==> src/rtl/apb_reduce_master.sv <==
// APB read-and-reduce master: N_OPS read beats from a base address, summed into one result word.
// Optional build macro APB_REDUCE_SAT_EN selects an unsigned-saturating accumulator.
module apb_reduce_master #(
    parameter int unsigned DATA_W    = 32,
    parameter int unsigned ADDR_W    = 8,
    parameter int unsigned N_OPS     = 2,
    parameter int unsigned ADDR_STEP = 1
) (
    input  logic              pclk_i,
    input  logic              preset_i,
    input  logic              compute_req_i,
    input  logic [ADDR_W-1:0] start_addr_i,
    output logic              psel_o,
    output logic              penable_o,
    output logic              pwrite_o,
    output logic [DATA_W-1:0] pwdata_o,
    output logic [ADDR_W-1:0] paddr_o,
    input  logic [DATA_W-1:0] prdata_i,
    input  logic              pready_i,
    input  logic              pslverr_i,
    output logic [DATA_W-1:0] data_o,
    output logic              valid_o,
    output logic              err_o,
    output logic              busy_o
);

    localparam int unsigned       CNT_W = (N_OPS > 1) ? $clog2(N_OPS) : 1;
    localparam logic [CNT_W-1:0]  LAST  = CNT_W'(N_OPS - 1);
    localparam logic [ADDR_W-1:0] STEP  = ADDR_W'(ADDR_STEP);

    typedef enum logic [1:0] {StIdle, StSetup, StAccess} state_e;

    state_e              state_q, state_d;
    logic [ADDR_W-1:0]   addr_q, addr_d;
    logic [CNT_W-1:0]    cnt_q, cnt_d;
    logic [DATA_W-1:0]   acc_q, acc_d;
    logic                flag_q, flag_d;
    logic [DATA_W-1:0]   data_q, data_d;
    logic                err_q, err_d;
    logic                valid_q, valid_d;

    logic                first_beat;
    logic [DATA_W-1:0]   acc_base;
    logic [DATA_W-1:0]   acc_next;
    logic                flag_next;

    assign first_beat = (cnt_q == '0);
    // First beat of a group loads rather than adds, so a stale sum never leaks across groups.
    assign acc_base   = first_beat ? '0 : acc_q;
    assign flag_next  = (first_beat ? 1'b0 : flag_q) | pslverr_i;

`ifdef APB_REDUCE_SAT_EN
    logic [DATA_W:0] sum_wide;
    assign sum_wide = {1'b0, acc_base} + {1'b0, prdata_i};
    assign acc_next = sum_wide[DATA_W] ? '1 : sum_wide[DATA_W-1:0];
`else
    assign acc_next = acc_base + prdata_i;
`endif

    always_comb begin
        state_d = state_q;
        addr_d  = addr_q;
        cnt_d   = cnt_q;
        acc_d   = acc_q;
        flag_d  = flag_q;
        data_d  = data_q;
        err_d   = err_q;
        valid_d = 1'b0;
        unique case (state_q)
            StIdle: begin
                if (compute_req_i) begin
                    state_d = StSetup;
                    addr_d  = start_addr_i;
                    cnt_d   = '0;
                    acc_d   = '0;
                    flag_d  = 1'b0;
                end
            end
            StSetup: begin
                state_d = StAccess;
            end
            StAccess: begin
                if (pready_i) begin
                    addr_d = addr_q + STEP;
                    acc_d  = acc_next;
                    flag_d = flag_next;
                    if (cnt_q == LAST) begin
                        cnt_d   = '0;
                        data_d  = acc_next;
                        err_d   = flag_next;
                        valid_d = 1'b1;
                        state_d = compute_req_i ? StSetup : StIdle;
                    end else begin
                        cnt_d   = cnt_q + 1'b1;
                        state_d = StSetup;
                    end
                end
            end
            default: begin
                state_d = StIdle;
            end
        endcase
    end

    always_ff @(posedge pclk_i) begin
        if (preset_i) begin
            state_q <= StIdle;
            addr_q  <= '0;
            cnt_q   <= '0;
            acc_q   <= '0;
            flag_q  <= 1'b0;
            data_q  <= '0;
            err_q   <= 1'b0;
            valid_q <= 1'b0;
        end else begin
            state_q <= state_d;
            addr_q  <= addr_d;
            cnt_q   <= cnt_d;
            acc_q   <= acc_d;
            flag_q  <= flag_d;
            data_q  <= data_d;
            err_q   <= err_d;
            valid_q <= valid_d;
        end
    end

    assign psel_o    = (state_q != StIdle);
    assign penable_o = (state_q == StAccess);
    assign paddr_o   = psel_o ? addr_q : '0;
    assign pwrite_o  = 1'b0;
    assign pwdata_o  = '0;
    assign busy_o    = psel_o;
    assign data_o    = data_q;
    assign err_o     = err_q;
    assign valid_o   = valid_q;

endmodule

==> config.mk <==
export PLATFORM = sky130hd
export DESIGN_NAME = apb_reduce_master
export DESIGN_NICKNAME = d
export VERILOG_FILES = /design/src/rtl/apb_reduce_master.sv
export SDC_FILE = /design/constraint.sdc
export NUM_CORES = 1
export LEC_CHECK = 0
export CAP_MARGIN = 20
export CORE_ASPECT_RATIO = 2
export CORE_UTILIZATION = 48
export DETAILED_ROUTE_END_ITERATION = 6
export PLACE_DENSITY_LB_ADDON = 0.12
export SYNTH_ARGS = -nofsm -noshare
export SYNTH_HDL_FRONTEND = slang
export SYNTH_SLANG_ARGS = --single-unit
==> constraint.sdc <==
create_clock -name pclk_i -period 3.8 [get_ports pclk_i]
set_input_delay 0.76 -clock pclk_i [delete_from_list [all_inputs] [get_ports pclk_i]]
set_output_delay 0.76 -clock pclk_i [all_outputs]
set_load 0.02 [all_outputs]
# Word level (Yosys, flattened, before mapping)
# Cells that the tools add are included.
# W data, S select, Z words.
# op_classes
add_sub_neg,3
n_eq_ne,4
mux,21
bitwise_logic,3
reduce_logical,7
# op_table
operator,count
$mux W32,3
$pmux W32 S2,1
$add A32 B32 Y32,1
$mux W8,3
$pmux W8 S2,1
$add A8 B1 Y8 const B,1
$mux W1,8
$pmux W2 S3,1
$reduce_and A3 Y1,2
$mux W2,2
$pmux W1 S2,2
$reduce_bool A2 Y1,2
$reduce_or A3 Y1,1
$eq A2 B1 Y1 const B,1
$eq A2 B2 Y1 const B,1
$logic_not A2 Y1,1
$ne A2 B1 Y1 const B,1
$ne A2 B2 Y1 const B,1
$not A1 Y1,2
$reduce_and A2 Y1,1
$add A1 B1 Y1 const B,1
$or A1 B1 Y1,1
# totals
reg_bits,78
word_cells,46

# Longest topological paths before layout
# Gate-level depths: netlist of the first run.
# depth
depth_word,4
mapped_depth,13
mapped_depth_nobuf,10

# Worst setup path after synthesis of the first run
# No wires, ideal clock.
# synth_timing
kind,reg2reg
startpoint,register cnt_q
endpoint,"register data_q[31], in the netlist data_o[31]"
setup_ns,0.074
arrival_time_ns,2.862
required_time_ns,3.726
path_slack_ns,0.864
stages_incl_launch_ff,13
path_buffers,3
synth_period_minus_slack_ns,2.936
path_cell_list,dfxtp_1 -> clkbuf_1 -> clkbuf_1 -> and2_1 -> ha_1 -> buf_6 -> a21o_4 -> a221oi_4 -> o21ai_2 -> or3_4 -> a31o_4 -> a221o_1 -> a31oi_1
# synth_via
elab_chain_cells,2
word_cells_on_any_way,3
classes_between,add/sub: 1; mux: 1; reduce/logical: 1
# synth_lines
element,line_no,rtl
start: declaration,35,"logic [CNT_W-1:0] cnt_q, cnt_d;"
start signal: assignment,118,cnt_q <= cnt_d;
$mux W32,49,assign acc_base = first_beat ? '0 : acc_q;
$add A32 B32 Y32,57,assign acc_next = acc_base + prdata_i;
end signal: assignment,121,data_q <= data_d;
end: declaration,38,"logic [DATA_W-1:0] data_q, data_d;"
# Several ways; a longest one is shown, not always the timed one.
# A chain may end at the register's enable or synchronous reset.

# Worst setup path in the final report of the first run
# layout_timing
startpoint,input prdata_i[8]
endpoint,register acc_q[26]
# layout_via
elab_chain_cells,3
# layout_lines
element,line_no,rtl
start: declaration,18,"input logic [DATA_W-1:0] prdata_i,"
$add A32 B32 Y32,57,
$mux W32,83,if (pready_i) begin
$pmux W32 S2,69,unique case (state_q)
end signal: assignment,110,acc_q <= '0;
end signal: assignment,119,acc_q <= acc_d;
end: declaration,36,"logic [DATA_W-1:0] acc_q, acc_d;"
# Every way passes these cells. The select of a mux whose other input is x is not followed.

==> results of run 1 <==
## worst reg2reg max path, stage by stage, from the launching register on
cell      delay (ps)
dfxtp_1          670
and2_1           220
ha_1             350
a21o_4           310
a221oi_1         430
o31ai_2          160
a21oi_1          430
o31ai_2          150
buf_4            180
xnor2_1          180
o21ai_0          100
## synthesized netlist by cell type, types with 3 or more instances
library cell	number	area (µm²)
or2_2	4	25.0
a31oi_1	7	43.8
a41oi_1	3	26.3
clkbuf_1	32	120
nor2_1	55	206
a21oi_1	59	295
nor4_1	3	18.8
dfxtp_1	78	1560
nor3_1	18	90.1
buf_6	3	33.8
a21o_1	7	52.6
nand3_1	29	145
nand2_1	86	323
and2_1	33	206
and3_1	4	25.0
a211oi_1	8	60.1
o21a_1	10	75.1
ha_1	32	400
buf_1	4	15.0
buf_2	5	25.0
o21ai_0	34	170
nand4_1	14	87.6
a22o_1	9	78.8
o22ai_1	3	18.8
o211ai_1	4	30.0
xor2_1	5	43.8
nor2b_1	11	68.8
a22oi_1	13	97.6
inv_1	12	45.0
buf_4	34	255
or4_1	3	22.5
o21bai_1	4	30.0
mux2i_1	3	30.0
xnor2_1	22	193
a211o_1	5	43.8
## routing by layer
metal,vias up,track usage
met5,-,0
met3,68,0.0481
li1,2613,-
met2,249,0.601
met4,0,0.208
met1,2597,0.293
## cell families after synthesis
logic type,count (synthesis),synth area share
other,1,0.000679
AOI/OAI and AO/OA,200,0.248
muxes,3,0.00544
DFF,78,0.283
and+or+nand+nor,277,0.246
buffers and inverters,95,0.0985
adders and majority gates,33,0.0761
xor gates and xnor gates,27,0.0428
## cell usage in the layout (no fill, tap or decap), types with 4 or more instances in the layout
cell type / instances
or2_2: 4
xnor2_1: 22
dfxtp_1: 78
buf_4: 15
nand4_1: 14
nor2b_1: 11
o211ai_1: 4
and3_1: 4
ha_1: 32
o21a_1: 10
a22o_1: 9
clkbuf_16: 9
a21o_1: 7
xor2_1: 5
nor3_1: 18
a21oi_1: 59
o21bai_1: 4
nor2_1: 55
clkdlybuf4s50_1: 88
and2_1: 33
a211oi_1: 8
conb_1: 33
a211o_1: 5
nand3_1: 29
o21ai_0: 34
nand2_1: 86
a31oi_1: 7
a22oi_1: 13
inv_1: 12
## layout make-up
type	instances	area (µm²)
fill	1046	4650
inverter	12	45.0
sequential	78	1560
multi-input combinational	573	3540
clock buffer	10	229
tap	142	178
clock inverter	6	68.8
timing repair buffer	105	1020
## registers in the layout (all words and copies together) (netlist names)
register / flops
addr_q: 8
cnt_q: 1
flag_q: 1
state_q: 2
valid_o: 1
err_o: 1
data_o: 32
acc_q: 32
## path summary, 6_finish.rpt
path / from / cells past startpoint / slack [ps] / endpoint
worst max-delay path: prdata_i[8] / 10 / 470 / acc_q[26]
worst min-delay path: acc_q[23] / 2 / 450 / acc_q[23]
worst max register to register: cnt_q / 10 / 500 / acc_q[26]
worst min register to register: acc_q[23] / 2 / 450 / acc_q[23]
## power by group through the flow
| stage | logic [W] | registers (W) | clock network, W |
|---|---|---|---|
| detailed placement | 0.000298 | 0.000869 | 0 |
| finish | 0.000301 | 0.000851 | 0.000892 |
| global route | 0.000326 | 0.000853 | 0.000932 |
| CTS | 0.000299 | 0.000850 | 0.000906 |
| global placement | 0.000295 | 0.000868 | 0 |
| floorplan | 0.000214 | 0.000864 | 0 |
## per-stage QoR
step                instances  cell area [µm²]
floorplan                 746             5640
global placement          910             6340
detailed placement        910             6340
CTS                       926             6640
global route              926             6640
finish                    926             6640
==> results.cfg, run 1 <==
[routing]
routed_wl_um = 18300
highest_layer = met4
detail_route.first_pass.iterations = 5
wl_met1_um = 6210
drt_iter0_drc = 391
viasPerCell = 5.97
met3_length_um = 866
wl_met2_um = 10100
drt-wirelength-per-cell_um = 19.7
vias = 5527
ant_nets = 0
drc = 0

[clock_network]
insertion_delay_ps = 340
postCtsSetupRepairBufs = 0
cts.reportedPaths.clkPinSlew_ps = 70
root_buffer = clkbuf_16
cts-htree-levels = 3
cts-resized-gates = 0
clk_path_buf_depth = 2
cts_tree = built
cts.sinks = 78
hold_buffers = 0
numCtsBuffers = 9

[worst_hold_path]
min_path_type = reg2reg

[timing]
rsz0062_at_grt = false
tns_ps = 0
post-route-min-period_ps = 3330
hold_slack_ps = 450
finalWorstSetupSlack_ps = 467
fin_skew_ps = 9.94
tightest_slew_ps = 749
hold_viol_final = 0
max_freq_ghz = 0.300
relSlewSlack = 0.499
drv_slew = 0
setup_viol = 0
fin_crit_sh = 0.877

[place]
io_buffers = 89
dp_slack_ps = 151
finalWeightedCongestion = 0.938
dpl.hpwl_um = 14300

[synthesis]
yosys_most_used_dff = dfxtp_1
syn_area_um2 = 5520
synth_cell_types = 79
synth.avg_cell_area_um2 = 7.74
postSynthRegisterBits = 78
synthCells = 714
seq_area_frac_synth = 0.283
ys_warn_count = 0
async_flop_share = 0
synth_edf_count = 0

[global_route]
grt_start_max_net_pins = 34
grt_pass1_wl_um = 28400
grt-ovfl-total = 0
antenna_found_initial = 0
grt_pass1_vias = 5474
grt_usage = 0.313

[job]
cap_violations = 0

[final_layout]
fin_util = 0.588
syn_to_final_growth_pct = 20.2
layout-drive-gt1-share = 0.0689
fin_nets = 857
antennaDiodeCount = 0

[floorplanning]
initial_core_util = 0.489
fp.dieH_um = 154
rows = 55
coreArea_um2 = 11300
dieArea_um2 = 12000
ios = 123
die_w_um = 77.9

[power_and_ir_drop]
peakVddDrop_mv = 0.283
p_comb_frac = 0.147
power.internal_w = 0.00146
clockPowerShare = 0.436
p_sw_frac = 0.284
power_w = 0.00204
pwr-share-seq = 0.416
p_switching_w = 0.000580
p_leak_nw = 2.63
power_density_nw_per_um2 = 308

[worst_setup_path]
crit_path_start_kind = input port
critical_path_peak_fanout = 8
required_ps = 4010
cp_top_family = compound AO/OA/AOI/OAI gates
endpoint_kind = flop
path_common_cell = o31ai_2
arrival_ps = 3540
critPathSlowestCell = ha_1
cp.buffers_inverters = 2
critical-path-max-stage-delay_ps = 440
worstPathCellList = clkdlybuf4s50_1, ha_1, a21o_4, a221oi_1, o31ai_2, a21oi_1, o31ai_2, buf_4, xnor2_1, o21ai_0
path_class = in2reg

[status]
status = finished clean
(Power assumes the default switching activity.)
==> run 2, diff against run 1 <==
--- a/config.mk
+++ b/config.mk
@@ -5,9 +5,11 @@
 export SDC_FILE = /design/constraint.sdc
 export NUM_CORES = 1
 export LEC_CHECK = 0
+export ABC_AREA = 1
 export CAP_MARGIN = 20
 export CORE_ASPECT_RATIO = 2
-export CORE_UTILIZATION = 48
+export CORE_UTILIZATION = 45
+export CTS_CLUSTER_DIAMETER = 30
 export DETAILED_ROUTE_END_ITERATION = 6
 export PLACE_DENSITY_LB_ADDON = 0.12
 export SYNTH_ARGS = -nofsm -noshare
==> results.cfg, run 2 <==
[floorplanning]
rows = 59
initial_core_util = 0.460
coreArea_um2 = 12900
dieArea_um2 = 13700
ios = 123
die_w_um = 83.3
fp.dieH_um = 165

[global_route]
grt_pass1_wl_um = 29400
grt_usage = 0.283
grt_start_max_net_pins = 44
grt-ovfl-total = 0
grt_pass1_vias = 5957
antenna_found_initial = 0

[synthesis]
synth_edf_count = 0
synth.avg_cell_area_um2 = 5.85
synth_commonest_cells = 354 x nand2_1, 186 x inv_1, 103 x nor2_1, 78 x dfxtp_1, 62 x a21oi_1
synth_top_cell_area_share = 0.263
yosysTopAreaCell = dfxtp_1
seq_area_frac_synth = 0.263
syn_area_um2 = 5950
yosys-top-cells-area = dfxtp_1 26%, nand2_1 22%, inv_1 12%
async_flop_share = 0
ys_warn_count = 0
yosys_most_used_dff = dfxtp_1
synth_cell_types = 36
postSynthRegisterBits = 78
synth.most_common_cell = nand2_1
synthCells = 1016

[worst_setup_path]
crit_path_start_kind = input port
endpoint_kind = flop
r2r_cells = 15
endpoint = acc_q[12]
required_ps = 4080
critical_path_peak_fanout = 4
path_class = in2reg
rr_startpoint = cnt_q
arrival_ps = 3090
reg2reg_to = data_o[27]
cp-startpoint = prdata_i[0]
r2r_slack_ps = 1090

[final_layout]
layout-drive-gt1-share = 0.0409
fin_nets = 1172
fill_cells = 1398
final_common_cell = nand2_1
syn_to_final_growth_pct = 20.1
antennaDiodeCount = 0
final_cell_mix = 354 x nand2_1, 186 x inv_1, 103 x nor2_1
fin_util = 0.553

[clock_network]
cts-htree-levels = 3
numCtsBuffers = 9
cts-resized-gates = 0
postCtsSetupRepairBufs = 0
insertion_delay_ps = 350
cts.sinks = 78
clk_path_buf_depth = 2
root_buffer = clkbuf_16
cts_tree = built
cts.reportedPaths.clkPinSlew_ps = 60
hold_buffers = 0

[timing]
max_freq_ghz = 0.355
hold_viol_final = 0
fin_skew_ps = 6.39
drv_slew = 0
tns_ps = 0
tightest_slew_ps = 749
rsz0062_at_grt = false
fin_crit_sh = 0.741
post-route-min-period_ps = 2820
setup_viol = 0
relSlewSlack = 0.500

[worst_hold_path]
min_path_type = reg2reg

[routing]
viasPerCell = 4.88
detail_route.first_pass.iterations = 5
drc = 0
routed_wl_um = 18900
vias = 6100
drt-wirelength-per-cell_um = 15.1
drt_iter0_drc = 328
ant_nets = 0

[status]
status = finished clean

[place]
dpl.hpwl_um = 15100
finalWeightedCongestion = 1.01
io_buffers = 89

[power_and_ir_drop]
power_density_nw_per_um2 = 305
p_leak_nw = 3.98
peakVddDrop_mv = 0.283

[job]
cap_violations = 0
## run 2: critical path: stages
cell	delay (ps)
clkdlybuf4s50_1	410
ha_1	280
fa_1	480
nand3_1	100
nand3_1	140
nand3_1	100
nand3b_1	180
xor2_1	410
nand2_1	90
a21oi_1	130
## run 2: worst min path at each step
stage          slack (ps)  startpoint  depth (start not counted)          to
6_report              460  data_o[30]                          2  data_o[30]
5_1_grt               480    acc_q[3]                          2    acc_q[3]
4_1_cts               460  data_o[30]                          2  data_o[30]
3_5_place_dp          440  data_o[30]                          2  data_o[30]
3_3_place_gp          450  data_o[30]                          2  data_o[30]
2_1_floorplan         440    acc_q[0]                          2    acc_q[0]
## run 2: layout make-up
class	count	area, µm²	area share
Clock buffer	10	229	0.0320
Clock inverter	6	93.8	0.0131
Inverter	188	706	0.0988
Multi-Input combinational cell	722	3430	0.481
Sequential cell	78	1560	0.219
Tap cell	152	190	0.0266
Timing Repair Buffer	95	931	0.130
## run 2: power breakdown
group | internal [W] | total, W | switching, W
clock network | 0.000581 | 0.000969 | 0.000388
registers | 0.000841 | 0.000861 | 0.0000195
logic | 0.000121 | 0.000349 | 0.000228
total | 0.00154 | 0.00218 | 0.000636
## run 2: per-layer routing
metal  track usage  vias up  wire (µm)
met5             0        -          0
met4         0.252        0       1740
met3        0.0380       71        542
met2         0.558      162      10300
met1         0.242     2709       6380
li1              -     3158          -
## run 2: stage by stage
stage / hold WS, ps / area [µm²] / total power, W / instances / setup WS (ps)
floorplan: 440 / 6070 / 0.00112 / 1048 / 1520
global placement: 446 / 6820 / 0.00123 / 1235 / 571
detailed placement: 438 / 6820 / 0.00123 / 1235 / 609
CTS: 458 / 7140 / 0.00219 / 1251 / 959
global route: 478 / 7140 / 0.00226 / 1251 / 850
finish: 457 / 7140 / 0.00218 / 1251 / 982
## run 2: cells by family (layout without fill, tap and decap cells)
| logic type | Yosys count | count (layout) | share of synthesized area |
|---|---|---|---|
| compound gates | 104 | 104 | 0.0953 |
| other cells | 1 | 33 | 0.000630 |
| flops | 78 | 78 | 0.263 |
| simple gates | 535 | 535 | 0.365 |
| xor+xnor | 17 | 17 | 0.0250 |
| buf+inv | 248 | 299 | 0.180 |
| fa+ha+maj | 33 | 33 | 0.0707 |
==> run 3, diff against run 2 <==
==> constraint.sdc (replaced) <==
create_clock -name pclk_i -period 2.3 [get_ports pclk_i]
set_input_delay 0.46 -clock pclk_i [delete_from_list [all_inputs] [get_ports pclk_i]]
set_output_delay 0.46 -clock pclk_i [all_outputs]
set_load 0.02 [all_outputs]
==> results.cfg, run 3 (synthesis gave the netlist of run 2 again) <==
[status]
status = finished, violations left
violations = DRC

[floorplanning]
die_w_um = 83.3
rows = 59
coreArea_um2 = 12900
initial_core_util = 0.460
dieArea_um2 = 13700
fp.dieH_um = 165
ios = 123

[routing]
drt_iter0_drc = 261
vias = 6554
routed_wl_um = 19800
drt-wirelength-per-cell_um = 14.8
viasPerCell = 4.90
drc = 2
ant_nets = 0
detail_route.first_pass.iterations = 6

[worst_setup_path]
required_ps = 2530
critical_path_peak_fanout = 12
crit_path_start_kind = flop
critical-path-max-stage-delay_ps = 410
worstPathCellList = buf_12, nand2_1, inv_1, ha_4, nand2_1, inv_1, nand2_1, inv_1, a21oi_1, nand2_2, xor2_1, buf_4, o21ai_0, inv_1
arrival_ps = 2520
path_class = reg2reg
r2r_slack_ps = 10
r2r_cells = 14
critPathSlowestCell = dfxtp_4
endpoint_kind = flop
path_common_cell = inv_1

[job]
cap_violations = 0

[power_and_ir_drop]
p_leak_nw = 4.46
peakVddDrop_mv = 0.574
power_density_nw_per_um2 = 433

[timing]
post-route-min-period_ps = 2290
fin_skew_ps = 7.47
tns_ps = 0
rsz0062_at_grt = true
setup_viol = 0
drv_slew = 0
hold_viol_final = 0
fin_crit_sh = 0.995
max_freq_ghz = 0.437

[global_route]
grt_pass1_vias = 6401
antenna_found_initial = 0
grt_usage = 0.288
grt_start_max_net_pins = 44
grt-ovfl-total = 0
grt_pass1_wl_um = 30300

[clock_network]
hold_buffers = 0
postCtsSetupRepairBufs = 0
root_buffer = clkbuf_16
insertion_delay_ps = 340
numCtsBuffers = 9
cts-htree-levels = 3
cts.reportedPaths.clkPinSlew_ps = 60
cts_tree = built
clk_path_buf_depth = 2
cts.sinks = 78

[final_layout]
final_common_cell = nand2_1
multiInputGateArea_um2 = 3890
seq_area_um2 = 1570
instances_no_fill = 1338
final_cell_mix = 332 x nand2_1, 184 x inv_1, 90 x nor2_1
antennaDiodeCount = 0
layout-drive-gt1-share = 0.178
syn_to_final_growth_pct = 39.8
fill_cells = 1270
fin_util = 0.643
fin_nets = 1260

[place]
dpl.hpwl_um = 15400
dp.cells = 1322
finalWeightedCongestion = 0.933
io_buffers = 89

[worst_hold_path]
min_path_type = reg2reg
hold_depth = 2
==> run 3: stage by stage <==
step                      cell area, µm²  worst slack [ps]  total power, W  hold slack, ps
after floorplan                     6070               228         0.00185             440
after global placement              7520              -269         0.00212             445
after detailed placement            7520              -279         0.00212             444
after CTS                           7820              2.47         0.00357             462
after global routing                8310             -65.7         0.00375             479
final                               8310              12.0         0.00360             458
==> run 3: metal layers <==
metal  GRT usage  share of wire
met5           0              0
met4       0.222          0.076
met3      0.0310          0.031
met2       0.588           0.56
met1       0.247           0.33
==> run 3: critical path: cells and delay by family (launching register included) <==
kind                     cells  cell delay, ps
XOR/XNOR                     1             170
AO/OA/AOI/OAI                2             340
adder cells (fa/ha/maj)      1             210
buffers and inverters        6             600
AND/OR/NAND/NOR              4             440
flip-flops                   1             410
==> run 3: power by group <==
group	internal, W	switching [W]
Combinational	0.000305	0.000423
Sequential	0.00139	0.0000355
Clock	0.000835	0.000610
Total	0.00253	0.00107
==> run 3: area by class of cell <==
cell class / count / area share
inverters: 188 / 0.0849
repair buffers: 183 / 0.201
well taps: 152 / 0.0229
multi-input cells: 722 / 0.469
clock buffers: 9 / 0.0271
clock inverters: 6 / 0.00753
flip-flops and latches: 78 / 0.188
==> run 3: what timing repair did <==
item / CTS / global route
pin swaps: 0 / 15
resized for setup: 2 / 90
gates cloned: 0 / 1
endpoints found under the setup margin: 11 / 47
==> run 3: path summary, 6_finish.rpt <==
| check | end | start |
|---|---|---|
| setup / recovery | data_o[13] | cnt_q |
| hold / removal | data_o[30] | data_o[30] |
| setup reg to reg | data_o[13] | cnt_q |
| hold reg to reg | data_o[30] | data_o[30] |
